## src/rtl/pipe_hazard_ctrl.sv

```systemverilog
// pipe_hazard_ctrl
// Hazard and forwarding control for the 16-bit, 4-register, 5-stage core.
// Sits beside ID and keeps a shadow scoreboard of the instructions in EX,
// MEM and WB. From that scoreboard and the decoded ID fields it produces
// the pipeline enables/flushes and the EX operand forwarding selects.
//
// Optional feature: define HAZARD_PERF_CNT_EN to add saturating stall and
// flush performance counters (stall_cnt, flush_cnt).
//
// Ports:
//   clk, reset        core clock, synchronous active-high reset
//   stall_cnt         stall cycle counter   (HAZARD_PERF_CNT_EN only)
//   flush_cnt         flush cycle counter   (HAZARD_PERF_CNT_EN only)
//   id_valid          ID holds a real instruction
//   id_opcode         opcode of the ID instruction
//   id_rs, id_rt      source A / source B register addresses
//   id_rd             final destination register
//   id_regwrite       ID instruction writes the register file
//   id_memtoreg       ID instruction is a load
//   ex_branch_taken   branch in EX resolved taken
//   pc_en, ifid_en    PC / IF-ID load enables (combinational)
//   ifid_flush        clear IF/ID to NOP (combinational)
//   idex_bubble       load ID/EX with NOP (combinational)
//   fwd_a, fwd_b      EX operand selects: 00 regfile, 01 EX/MEM, 10 MEM/WB
//   ex_valid, mem_valid, wb_valid  scoreboard valid bits (registered)
module pipe_hazard_ctrl #(
  parameter int REG_AW = 2,
  parameter int OPC_W  = 4,
  parameter int CNT_W  = 16
) (
  input  logic              clk,
  input  logic              reset,
`ifdef HAZARD_PERF_CNT_EN
  output logic [CNT_W-1:0]  stall_cnt,
  output logic [CNT_W-1:0]  flush_cnt,
`endif
  input  logic              id_valid,
  input  logic [OPC_W-1:0]  id_opcode,
  input  logic [REG_AW-1:0] id_rs,
  input  logic [REG_AW-1:0] id_rt,
  input  logic [REG_AW-1:0] id_rd,
  input  logic              id_regwrite,
  input  logic              id_memtoreg,
  input  logic              ex_branch_taken,
  output logic              pc_en,
  output logic              ifid_en,
  output logic              ifid_flush,
  output logic              idex_bubble,
  output logic [1:0]        fwd_a,
  output logic [1:0]        fwd_b,
  output logic              ex_valid,
  output logic              mem_valid,
  output logic              wb_valid
);

  // EX slot: everything needed to detect load-use and EX/MEM forwarding.
  logic              ex_valid_q,    ex_valid_d;
  logic [REG_AW-1:0] ex_rd_q,       ex_rd_d;
  logic              ex_regwrite_q, ex_regwrite_d;
  logic              ex_load_q,     ex_load_d;
  // MEM slot: a load here already has its data, so its load bit has no use.
  logic              mem_valid_q,    mem_valid_d;
  logic [REG_AW-1:0] mem_rd_q,       mem_rd_d;
  logic              mem_regwrite_q, mem_regwrite_d;
  // WB slot: the regfile writes before it reads, so only occupancy matters.
  logic              wb_valid_q, wb_valid_d;

  logic [1:0]        fwd_a_q, fwd_a_d;
  logic [1:0]        fwd_b_q, fwd_b_d;

  logic              rs_used;
  logic              rt_used;
  logic              ex_prod;
  logic              mem_prod;
  logic              load_use;
  logic              flush;
  logic              stall;
  logic              ex_load_en;
  logic [1:0]        fwd_a_calc;
  logic [1:0]        fwd_b_calc;

  // Decode which sources the ID instruction reads; invalid ID reads nothing.
  always_comb begin
    rs_used = 1'b0;
    rt_used = 1'b0;
    case (id_opcode)
      4'd0:    begin rs_used = 1'b1; rt_used = 1'b0; end
      4'd1:    begin rs_used = 1'b1; rt_used = 1'b1; end
      4'd2:    begin rs_used = 1'b1; rt_used = 1'b1; end
      4'd3:    begin rs_used = 1'b1; rt_used = 1'b0; end
      4'd4:    begin rs_used = 1'b0; rt_used = 1'b1; end
      4'd5:    begin rs_used = 1'b1; rt_used = 1'b1; end
      4'd6:    begin rs_used = 1'b1; rt_used = 1'b0; end
      4'd7:    begin rs_used = 1'b1; rt_used = 1'b1; end
      4'd8:    begin rs_used = 1'b1; rt_used = 1'b0; end
      4'd9:    begin rs_used = 1'b1; rt_used = 1'b0; end
      4'd10:   begin rs_used = 1'b1; rt_used = 1'b0; end
      4'd11:   begin rs_used = 1'b1; rt_used = 1'b1; end
      4'd12:   begin rs_used = 1'b1; rt_used = 1'b1; end
      4'd13:   begin rs_used = 1'b0; rt_used = 1'b1; end
      default: begin rs_used = 1'b0; rt_used = 1'b0; end
    endcase
    if (!id_valid) begin
      rs_used = 1'b0;
      rt_used = 1'b0;
    end else begin
      rs_used = rs_used;
      rt_used = rt_used;
    end
  end

  // Hazard detection and forwarding selection for the instruction in ID.
  always_comb begin
    ex_prod  = ex_valid_q & ex_regwrite_q;
    mem_prod = mem_valid_q & mem_regwrite_q;
    load_use = ex_prod & ex_load_q &
               ((rs_used & (id_rs == ex_rd_q)) | (rt_used & (id_rt == ex_rd_q)));
    flush      = ex_branch_taken & ex_valid_q;
    // A taken branch squashes ID anyway, so it overrides the stall.
    stall      = load_use & ~flush;
    ex_load_en = id_valid & ~stall & ~flush;

    // The EX instruction moves to MEM next cycle (EX/MEM select), the MEM
    // instruction moves to WB (MEM/WB select). Loads in EX never forward:
    // they stall instead.
    if (rs_used & ex_prod & ~ex_load_q & (id_rs == ex_rd_q)) begin
      fwd_a_calc = 2'b01;
    end else if (rs_used & mem_prod & (id_rs == mem_rd_q)) begin
      fwd_a_calc = 2'b10;
    end else begin
      fwd_a_calc = 2'b00;
    end
    if (rt_used & ex_prod & ~ex_load_q & (id_rt == ex_rd_q)) begin
      fwd_b_calc = 2'b01;
    end else if (rt_used & mem_prod & (id_rt == mem_rd_q)) begin
      fwd_b_calc = 2'b10;
    end else begin
      fwd_b_calc = 2'b00;
    end
  end

  // Pipeline enables; reset holds the front end frozen and flushed.
  always_comb begin
    pc_en       = 1'b1;
    ifid_en     = 1'b1;
    ifid_flush  = 1'b0;
    idex_bubble = 1'b0;
    if (reset) begin
      pc_en       = 1'b0;
      ifid_en     = 1'b0;
      ifid_flush  = 1'b1;
      idex_bubble = 1'b1;
    end else if (flush) begin
      pc_en       = 1'b1;
      ifid_en     = 1'b1;
      ifid_flush  = 1'b1;
      idex_bubble = 1'b1;
    end else if (stall) begin
      pc_en       = 1'b0;
      ifid_en     = 1'b0;
      ifid_flush  = 1'b0;
      idex_bubble = 1'b1;
    end else begin
      pc_en       = 1'b1;
      ifid_en     = 1'b1;
      ifid_flush  = 1'b0;
      idex_bubble = 1'b0;
    end
  end

  // Scoreboard advance: slots shift every cycle, EX takes ID or a bubble.
  always_comb begin
    wb_valid_d     = mem_valid_q;
    mem_valid_d    = ex_valid_q;
    mem_rd_d       = ex_rd_q;
    mem_regwrite_d = ex_regwrite_q;
    ex_valid_d     = 1'b0;
    ex_rd_d        = '0;
    ex_regwrite_d  = 1'b0;
    ex_load_d      = 1'b0;
    fwd_a_d        = 2'b00;
    fwd_b_d        = 2'b00;
    if (ex_load_en) begin
      ex_valid_d    = 1'b1;
      ex_rd_d       = id_rd;
      ex_regwrite_d = id_regwrite;
      ex_load_d     = id_memtoreg;
      fwd_a_d       = fwd_a_calc;
      fwd_b_d       = fwd_b_calc;
    end else begin
      ex_valid_d    = 1'b0;
      ex_rd_d       = '0;
      ex_regwrite_d = 1'b0;
      ex_load_d     = 1'b0;
      fwd_a_d       = 2'b00;
      fwd_b_d       = 2'b00;
    end
  end

  // Scoreboard and forwarding-select registers.
  always_ff @(posedge clk) begin
    if (reset) begin
      ex_valid_q     <= 1'b0;
      ex_rd_q        <= '0;
      ex_regwrite_q  <= 1'b0;
      ex_load_q      <= 1'b0;
      mem_valid_q    <= 1'b0;
      mem_rd_q       <= '0;
      mem_regwrite_q <= 1'b0;
      wb_valid_q     <= 1'b0;
      fwd_a_q        <= 2'b00;
      fwd_b_q        <= 2'b00;
    end else begin
      ex_valid_q     <= ex_valid_d;
      ex_rd_q        <= ex_rd_d;
      ex_regwrite_q  <= ex_regwrite_d;
      ex_load_q      <= ex_load_d;
      mem_valid_q    <= mem_valid_d;
      mem_rd_q       <= mem_rd_d;
      mem_regwrite_q <= mem_regwrite_d;
      wb_valid_q     <= wb_valid_d;
      fwd_a_q        <= fwd_a_d;
      fwd_b_q        <= fwd_b_d;
    end
  end

  assign fwd_a     = fwd_a_q;
  assign fwd_b     = fwd_b_q;
  assign ex_valid  = ex_valid_q;
  assign mem_valid = mem_valid_q;
  assign wb_valid  = wb_valid_q;

`ifdef HAZARD_PERF_CNT_EN
  logic [CNT_W-1:0] stall_cnt_q, stall_cnt_d;
  logic [CNT_W-1:0] flush_cnt_q, flush_cnt_d;

  // Saturating counters; stall already excludes flush cycles.
  always_comb begin
    stall_cnt_d = stall_cnt_q;
    flush_cnt_d = flush_cnt_q;
    if (stall && (stall_cnt_q != {CNT_W{1'b1}})) begin
      stall_cnt_d = stall_cnt_q + {{(CNT_W-1){1'b0}}, 1'b1};
    end else begin
      stall_cnt_d = stall_cnt_q;
    end
    if (flush && (flush_cnt_q != {CNT_W{1'b1}})) begin
      flush_cnt_d = flush_cnt_q + {{(CNT_W-1){1'b0}}, 1'b1};
    end else begin
      flush_cnt_d = flush_cnt_q;
    end
  end

  // Performance counter registers.
  always_ff @(posedge clk) begin
    if (reset) begin
      stall_cnt_q <= '0;
      flush_cnt_q <= '0;
    end else begin
      stall_cnt_q <= stall_cnt_d;
      flush_cnt_q <= flush_cnt_d;
    end
  end

  assign stall_cnt = stall_cnt_q;
  assign flush_cnt = flush_cnt_q;
`endif

endmodule

```

## config.mk

```make
export PLATFORM = sky130hd
export DESIGN_NAME = pipe_hazard_ctrl
export DESIGN_NICKNAME = d
export VERILOG_FILES = /design/src/rtl/pipe_hazard_ctrl.sv
export SDC_FILE = /design/constraint.sdc
export NUM_CORES = 1
export LEC_CHECK = 0
export CAP_MARGIN = 20
export CORE_MARGIN = 2
export CORE_UTILIZATION = 38
export DETAILED_ROUTE_END_ITERATION = 10
export GPL_TIMING_DRIVEN = 0
export PLACE_DENSITY = 0.73
export REMOVE_ABC_BUFFERS = 1
export SYNTH_ARGS = -nofsm -noshare
export SYNTH_HDL_FRONTEND = slang
export SYNTH_SLANG_ARGS = --single-unit
```

## constraint.sdc

```tcl
create_clock -name clk -period 1.47 [get_ports clk]
set_input_delay 0.147 -clock clk [delete_from_list [all_inputs] [get_ports clk]]
set_output_delay 0.147 -clock clk [all_outputs]
set_load 0.02 [all_outputs]
```

==> results of run 1 <==
repair_timing:
item,in CTS,in global routing
buffers inserted,3,4
setup endpoints to repair,11,11
pin swaps,6,11
resized for setup,43,16
report_power, final:
| part | internal (uW) | switching, uW |
|---|---|---|
| Clock | 151 | 119 |
| Combinational | 124 | 101 |
| Sequential | 388 | 7.39 |
state kept, by name, summed over array words and instances, names as in the netlist:
register and cells:
ex_regwrite_q 1, mem_regwrite_q 1, ex_load_q 1, ex_valid 1, fwd_a 2, fwd_b 2, wb_valid 1, ex_rd_q 2
mem_rd_q 2, mem_valid 1
path summary, 6_finish.rpt:
kind / startpoint / slack, ns / end / cells after the start
hold / removal: id_valid / 0.24 / fwd_a[0] / 3
setup reg to reg: ex_rd_q[1] / -0.12 / fwd_b[1] / 7
hold reg to reg: ex_regwrite_q / 0.47 / mem_regwrite_q / 1
setup / recovery: ex_rd_q[1] / -0.33 / pc_en / 6
cell usage after synthesis:
| library cell | instances |
|---|---|
| ha_1 | 4 |
| a211oi_2 | 2 |
| nand3_1 | 4 |
| o21ai_1 | 1 |
| and3_1 | 1 |
| a21boi_1 | 1 |
| a21o_1 | 1 |
| mux2_1 | 1 |
| a31oi_1 | 1 |
| nor2b_1 | 7 |
| mux2i_1 | 2 |
| buf_6 | 1 |
| dfxtp_1 | 14 |
| xnor2_1 | 6 |
| nand2b_1 | 1 |
| xor2_1 | 2 |
| inv_1 | 4 |
| and2_1 | 3 |
| and4_1 | 1 |
| and3b_1 | 1 |
| clkbuf_1 | 1 |
| o22ai_1 | 1 |
| nor2_1 | 2 |
| buf_1 | 1 |
| a21oi_1 | 5 |
| nand4_1 | 2 |
| buf_4 | 1 |
| a32o_1 | 1 |
| nand2_1 | 6 |
layout make-up:
type	instances	share of cell area, %
Sequential cell	14	24.18
Multi-Input combinational cell	56	41.25
Timing Repair Buffer	33	27.57
Clock buffer	4	3.075
Inverter	4	1.273
Tap cell	25	2.651
stage by stage:
step,worst slack [ns],power (uW)
3_5_place_dp,-1.281,566.3
3_3_place_gp,-1.244,562.7
2_1_floorplan,-0.4344,482.5
5_1_grt,-0.3766,929.1
4_1_cts,-0.2939,857.0
6_report,-0.3271,891.5
layer usage:
metal / GRT usage (%) / wire, um / vias to the layer above
li1: - / - / 329
met1: 16.86 / 669 / 298
met2: 28.11 / 961 / 23
met3: 5.660 / 72 / 6
met4: 5.405 / 51 / 0
met5: 0 / 0 / -
cell families after synthesis:
family	count (synthesis)	share of synthesized area, %
buffers and inverters	8	5.728
AOI/OAI and AO/OA	13	12.85
DFF	14	38.89
and+or+nand+nor	28	21.53
adders and majority gates	4	6.945
muxes	3	4.340
xor gates and xnor gates	8	9.723
worst reg2reg max path, cell delays in order, from the launching register on:
cell and delay, ns:
dfxtp_4 0.36, xnor2_2 0.13, and2_4 0.16, a32o_2 0.26, buf_6 0.13, buf_4 0.13
buf_8 0.13, a211oi_2 0.22
==> flow_summary.toml, run 1 <==
[clocking]
cts_root_buf = "clkbuf_4"
clkLatencyLatePin_ns = 0.28
cts_tree = "done"
htreeDepth = 1
cts_max_path_buffers = 2
cts_hold_buf = 0
path_clk_slew_ns = 0.09
numCtsBuffers = 3
clock_sinks = 14

[grt]
grt_pass1_vias = 605
grt_use_total_pct = 15.62
grt_max_degree = 10
grt_pass1_wl_um = 2415
antenna_found_initial = 0
overflow = 0

[power_and_ir_drop]
leakage_uw = 0.0005069
ir_drop_v = 0.0006288
p_per_area_mw_per_mm2 = 755.6

[final_layout]
design_area_mm2 = 0.001180
final_common_cell = "clkdlybuf4s50_1"
stdcell_count = 136
multi_input_area_um2 = 486.7
nFillCells = 161
num-nets-final = 132
layout_common_cells = "13 x clkdlybuf4s50_1, 12 x dfxtp_1, 7 x nor2b_1"
register_area_um2 = 285.3
synthToLayoutAreaGrowth_pct = 63.72
drive_above_1_share_pct = 30.63
antenna_cells = 0
final_core_util_pct = 66.88

[floorplanning]
ios = 27
start_util_pct = 40.85
coreArea_mm2 = 0.001764
dieArea_mm2 = 0.002261
fp.dieH_um = 47.55
num_rows = 15
die_w_um = 47.55

[worst_setup_path]
path_cells = "xnor2_2 > and2_4 > a32o_2 > buf_6 > a31oi_4 > buf_6"
worst_ep_arrival_time_ns = 1.65
critPathMaxStageDelay_ns = 0.36
setup.worst_path.end_class = "output pin"
start_kind = "flip-flop"
crit_path_top_delay_cell = "dfxtp_4"
crit_type = "reg2out"
critPathMaxFanout = 3
path_buf_inv = 2
required_ns = 1.32
crit_family = "compound AO/OA/AOI/OAI gates"
crit_top_cell = "buf_6"

[logic_synthesis]
avgSynthCellArea_um2 = 9.240
synth_top_cell_by_area = "dfxtp_1"
syn_area_um2 = 720.7
ys_seq_elements = 14
ys_seq_area_share_pct = 38.89
synth_cell_types = 29
synth_area_leaders = "dfxtp_1 39%, xnor2_1 7.3%, ha_1 6.9%"
synthCells = 78
synth_warnings = 0
yosys.area.top_type_share_pct = 38.89

[sta]
fin_crit_ns = 1.797
rsz0062_at_grt = "true"
post-route-period-util_pct = 122.3
setup_tns_ns = -1.242
finalClockSkew_ns = 0.008836
relSlewSlack_pct = 62.31
slew_violations = 0
fin_hold_ws_ns = 0.2418
worst_pin_slew_ns = 0.5654
hold_viol_final = 0
setup_ws_ns = -0.3271
setup_viol = 10
max_clock_freq_mhz = 556.4

[place]
place_area_um2 = 985.9
dp.cells = 125
hpwl_um = 1124
io_buffers = 26
place.gp.congestion = 0.6959

[flow_run]
max_cap_viol_count = 0

[detailed_routing]
avgViaCountPerCell = 4.824
detail_route.wl_per_cell_um = 12.90
vias = 656
post-route-drc-count = 0
ant_nets = 0
drtIter0Drc = 7
wirelength_um = 1755
first_pass_iters = 4

[hold_path]
hold_path_class = "in2reg"

[status]
violations = "negative setup slack"
outcome = "complete, but fails checks"
No activity file was read; power rests on OpenSTA's default activity.
==> inputs of run 2 (changes only) <==
--- a/config.mk
+++ b/config.mk
@@ -5,12 +5,14 @@
 export SDC_FILE = /design/constraint.sdc
 export NUM_CORES = 1
 export LEC_CHECK = 0
+export ABC_AREA = 1
 export CAP_MARGIN = 20
 export CORE_MARGIN = 2
-export CORE_UTILIZATION = 38
+export CORE_UTILIZATION = 52
 export DETAILED_ROUTE_END_ITERATION = 10
+export DONT_BUFFER_PORTS = 1
 export GPL_TIMING_DRIVEN = 0
-export PLACE_DENSITY = 0.73
+export PLACE_DENSITY = 0.7
 export REMOVE_ABC_BUFFERS = 1
 export SYNTH_ARGS = -nofsm -noshare
 export SYNTH_HDL_FRONTEND = slang
==> flow_summary.toml, run 2 <==
[detailed_routing]
drtIter0Drc = 6
post-route-drc-count = 0
detail_route.wl_per_cell_um = 9.937
ant_nets = 0
vias = 584
first_pass_iters = 3
wirelength_um = 1252
avgViaCountPerCell = 4.635

[logic_synthesis]
avgSynthCellArea_um2 = 6.912
postSynth.asyncResetShare_pct = 0
synth_edf_count = 0
synth_area_leaders = "dfxtp_1 39%, inv_1 12%, nand2_1 12%"
syn_area_um2 = 711.9
synth_top_cell_by_area = "dfxtp_1"
ys_seq_elements = 14
synthCells = 103
synthTopCellsByCount = "23 x inv_1, 22 x nand2_1, 20 x nor2_1, 14 x dfxtp_1, 6 x nand3_1"
synth_warnings = 0
yosysMostFrequentCell = "inv_1"
ys_seq_area_share_pct = 39.37
synth_cell_types = 14
yosys_most_used_dff = "dfxtp_1"
yosys.area.top_type_share_pct = 39.37

[final_layout]
synthToLayoutAreaGrowth_pct = 17.05
final_common_cell = "inv_1"
layout_common_cells = "22 x inv_1, 20 x nand2_1, 19 x nor2_1"
num-nets-final = 132
antenna_cells = 0
design_area_um2 = 833.3
nFillCells = 130
drive_above_1_share_pct = 13.51

[power_and_ir_drop]
p_per_area_mw_per_mm2 = 925.2
swShare_pct = 24.91
power.total_uw = 770.9
pwr-share-comb_pct = 12.5
power.share.sequential_pct = 52.0
leakage_uw = 0.0004240
p_int_uw = 578.9
clkPwrFrac_pct = 35.5
ir_drop_v = 0.0004734
switchingPower_uw = 192.1

[clocking]
cts_max_path_buffers = 2
clock_sinks = 14
cts_root_buf = "clkbuf_4"
cts_tree = "done"
htreeDepth = 1
cts_setup_buffers = 0
clkLatencyLatePin_ns = 0.28
numCtsBuffers = 3
path_clk_slew_ns = 0.09

[grt]
grt_use_total_pct = 19.21
grt_pass1_wl_um = 2097
grt_pass1_vias = 522
grt_max_degree = 10
overflow = 0
antenna_found_initial = 0

[sta]
hold_viol_final = 0
worst_pin_slew_ns = 0.2568
fin_crit_ns = 1.459
max_clock_freq_mhz = 685.3
post-route-period-util_pct = 99.27
relSlewSlack_pct = 82.86
setup_viol = 0
finalClockSkew_ns = 0.005956
slew_violations = 0
rsz0062_at_grt = "true"

[floorplanning]
dieArea_mm2 = 0.001681
coreArea_mm2 = 0.001285
fp.dieH_um = 41
ios = 27
start_util_pct = 55.40
die_w_um = 41
num_rows = 13

[worst_setup_path]
path_cells = "inv_1 > nand2_1 > nand2_1 > nor2_2 > nand3_1 > nand2_2 > nand3_2 > nand2_2 > inv_4"
setup.worst_path.end_class = "output pin"
start_kind = "flip-flop"
worst_ep_arrival_time_ns = 1.31
critPathMaxStageDelay_ns = 0.35
critPathMaxFanout = 3
crit_type = "reg2out"
crit_path_top_delay_cell = "dfxtp_2"
required_ns = 1.32

[place]
place.gp.congestion = 0.7119
hpwl_um = 929.4
place_area_um2 = 723.2
io_buffers = 0

[status]
outcome = "finished clean"

[hold_path]
hold_path_class = "in2reg"

[flow_run]
max_cap_viol_count = 0
run 2: critical path: cells and delay by family, from the launching register on:
kind                   cells  cell delay [ns]
AND/OR/NAND/NOR            7             0.55
buffers and inverters      2             0.13
flip-flops                 1             0.35
run 2: timing repair:
item                       in CTS  in global routing
gates resized for setup         9                  1
hold endpoints to repair        9                  0
hold buffers                    5                  0
setup endpoints to repair       3                  3
run 2: cell type report:
cell class | count | area (um2) | area share (%)
repair buffers | 5 | 50.05 | 6.006
multi-input cells | 65 | 355.3 | 42.64
well taps | 15 | 18.77 | 2.252
flip-flops and latches | 14 | 284.0 | 34.08
clock buffers | 4 | 36.28 | 4.354
inverters | 23 | 88.84 | 10.66
run 2: power by group through the flow:
stage                     Sequential (uW)  Combinational, uW  Clock, uW
after global placement                410               76.3          0
final                                 401               96.2        273
after detailed placement              410               77.7          0
after floorplan                       408               67.6          0
after global routing                  403                111        300
after CTS                             402               94.8        277
run 2: logic make-up (layout without fill, tap and decap cells):
group           Yosys count  after routing  synth area share [%]
buf+inv                  24             32                 13.18
fa+ha+maj                 4              4                 7.030
flops                    14             14                 39.37
simple gates             54             54                 32.87
xor+xnor                  5              5                 6.151
compound gates            2              2                 1.405
run 2: through the flow:
step           util [%]  hold WS [ns]  setup TNS, ns  setup WS, ns  cells
5_1_grt           64.85       0.05489        -0.2405      -0.08861    126
4_1_cts           64.46       0.05228              0      0.003282    126
2_1_floorplan         -        0.2182              0        0.1562    102
3_5_place_dp      56.28        0.2220              0       0.07253    117
6_report          64.85       0.04778              0       0.01078    126
3_3_place_gp      56.28        0.2195              0       0.08391    117
run 2: layer usage:
layer,up-vias,routed length (um),global-route usage [%],share of wire [%]
met4,0,13,7.500,1.0
met3,2,79,5.435,6.3
li1,318,-,-,-
met2,16,586,28.52,47
met1,248,571,25.91,46
met5,-,0,0,0
run 2: path summary, 6_finish.rpt:
check | from | to | slack [ns] | cells past startpoint
setup reg to reg | ex_rd_q[1] | fwd_b[0] | 0.28 | 9
hold / removal | id_valid | ex_valid | 0.05 | 2
hold reg to reg | ex_regwrite_q | mem_regwrite_q | 0.42 | 2
setup / recovery | ex_rd_q[1] | ifid_en | 0.01 | 9
==> inputs of run 3 (changes only) <==
--- a/config.mk
+++ b/config.mk
@@ -9,6 +9,7 @@
 export CAP_MARGIN = 20
 export CORE_MARGIN = 2
 export CORE_UTILIZATION = 52
+export CTS_CLUSTER_DIAMETER = 50
 export DETAILED_ROUTE_END_ITERATION = 10
 export DONT_BUFFER_PORTS = 1
 export GPL_TIMING_DRIVEN = 0
==> constraint.sdc (replaced) <==
create_clock -name clk -period 1.47 [get_ports clk]
set_input_delay 0.147 -clock clk [delete_from_list [all_inputs] [get_ports clk]]
set_output_delay 0.147 -clock clk [all_outputs]
set_load 0.05 [all_outputs]
==> flow_summary.toml, run 3 (same netlist as run 2, synthesis figures left out) <==
[sta]
worst_pin_slew_ns = 0.4817
finalClockSkew_ns = 0.003735
slew_violations = 0
fin_crit_ns = 1.788
rsz0062_at_grt = "true"
post-route-period-util_pct = 121.6
relSlewSlack_pct = 67.82
setup_ws_ns = -0.3179
fin_hold_ws_ns = 0.04693
setup_viol = 3
max_clock_freq_mhz = 559.3
hold_viol_final = 0

[worst_setup_path]
r2r_end = "fwd_a[1]"
worst_ep_arrival_time_ns = 1.64
crit_path_top_delay_cell = "clkinvlp_4"
r2r_cells = 5
required_ns = 1.32
path_cells = "inv_1 > nand2_1 > nand2_1 > nor2_2 > nand3_1 > nand2_2 > nand3_2 > nand2_2 > clkinvlp_4"
path_buf_inv = 2
start_kind = "flip-flop"
r2r_start = "ex_valid"
r2r_slack_ns = 0.16
critPathMaxFanout = 3
crit_family = "simple AND/OR/NAND/NOR gates"
critPathMaxStageDelay_ns = 0.41
crit_type = "reg2out"
setup.worst_path.end_class = "output pin"
path_depth = 9

[grt]
grtUsageMet1_pct = 25.91
use_met2_pct = 30.08
met3_usage_pct = 5.978
grt_use_total_pct = 19.77
grt_pass1_wl_um = 2159
grt_pass1_vias = 544
grt_max_degree = 10
antenna_found_initial = 0
grt_busiest_layer = "met2"
overflow = 0

[final_layout]
antenna_cells = 0
layout_common_cells = "21 x inv_1, 19 x nand2_1, 19 x nor2_1"
drive_above_1_share_pct = 17.70
design_area_um2 = 850.8
synthToLayoutAreaGrowth_pct = 19.51
num-nets-final = 134
final_common_cell = "inv_1"

[detailed_routing]
post-route-drc-count = 0
detail_route.wl_per_cell_um = 10.02
first_pass_iters = 4
avgViaCountPerCell = 4.711
ant_nets = 0
drtIter0Drc = 5
wirelength_um = 1282
vias = 603

[hold_path]
hold_end = "ex_valid"
hold_depth = 2
min_from = "id_valid"
hold_path_class = "in2reg"

[clocking]
clock_sinks = 14
path_clk_slew_ns = 0.08
cts_root_buf = "clkbuf_4"
cts_tree = "done"
cts_max_path_buffers = 2
numCtsBuffers = 3
htreeDepth = 1
clkLatencyLatePin_ns = 0.28

[power_and_ir_drop]
power.share.sequential_pct = 51.3
ir_drop_v = 0.0004754
power.total_uw = 795.9
switchingPower_uw = 214.1
swShare_pct = 26.90
clkPwrFrac_pct = 34.1
p_per_area_mw_per_mm2 = 935.4
p_int_uw = 581.8
pwr-share-comb_pct = 14.5
leakage_uw = 0.0004292

[flow_run]
max_cap_viol_count = 0

[place]
place_area_um2 = 723.2
hpwl_um = 929.4
io_buffers = 0
place.gp.congestion = 0.7119

[floorplanning]
coreArea_mm2 = 0.001285
die_w_um = 41
fp.dieH_um = 41
ios = 27
start_util_pct = 55.40
dieArea_mm2 = 0.001681
num_rows = 13

[status]
violations = "negative setup slack"
outcome = "complete, but fails checks"
[run 3: how the worst max path moves through the flow]
stage | from | endpoint | slack (ns)
detailed placement | ex_valid | idex_bubble | -0.45
global route | ex_rd_q[1] | pc_en | -0.41
global placement | ex_valid | idex_bubble | -0.45
CTS | ex_rd_q[1] | ifid_en | -0.32
floorplan | ex_valid | idex_bubble | -0.38
finish | ex_rd_q[0] | ifid_en | -0.32
[run 3: through the flow]
step | cells | setup slack (ns) | setup TNS, ns | utilization, %
after CTS | 127 | -0.3244 | -0.8328 | 65.53
after global placement | 117 | -0.4454 | -3.140 | 56.28
final | 128 | -0.3179 | -0.8285 | 66.21
after detailed placement | 117 | -0.4530 | -3.235 | 56.28
after floorplan | 102 | -0.3764 | -2.054 | -
after global routing | 128 | -0.4138 | -1.090 | 66.21
[run 3: timing repair]
action / CTS / global route
setup buffers: 1 / 1
hold endpoints to repair: 9 / 0
hold buffers: 5 / 0
pin swaps: 0 / 0
endpoints found under the setup margin: 13 / 4
resized for setup: 11 / 1
[run 3: per-layer routing]
| layer | part of all wire [%] | vias up |
|---|---|---|
| met3 | 7.1 | 2 |
| met5 | 0 | - |
| met4 | 1.0 | 0 |
| met2 | 47 | 21 |
| met1 | 44 | 257 |
| li1 | - | 323 |
[run 3: layout make-up]
| type | count | area, um2 |
|---|---|---|
| Multi-Input combinational cell | 65 | 352.8 |
| Sequential cell | 14 | 287.8 |
| Fill cell | 125 | 434.2 |
| Timing Repair Buffer | 7 | 65.06 |
| Tap cell | 15 | 18.77 |
| Inverter | 23 | 90.09 |
| Clock buffer | 4 | 36.28 |
[run 3: power by group through the flow]
stage	logic, uW	registers [uW]	clock network, uW
detailed placement	92.7	418	0
floorplan	82.6	416	0
finish	116	409	272
global route	131	411	300
global placement	91.2	417	0
CTS	112	409	277
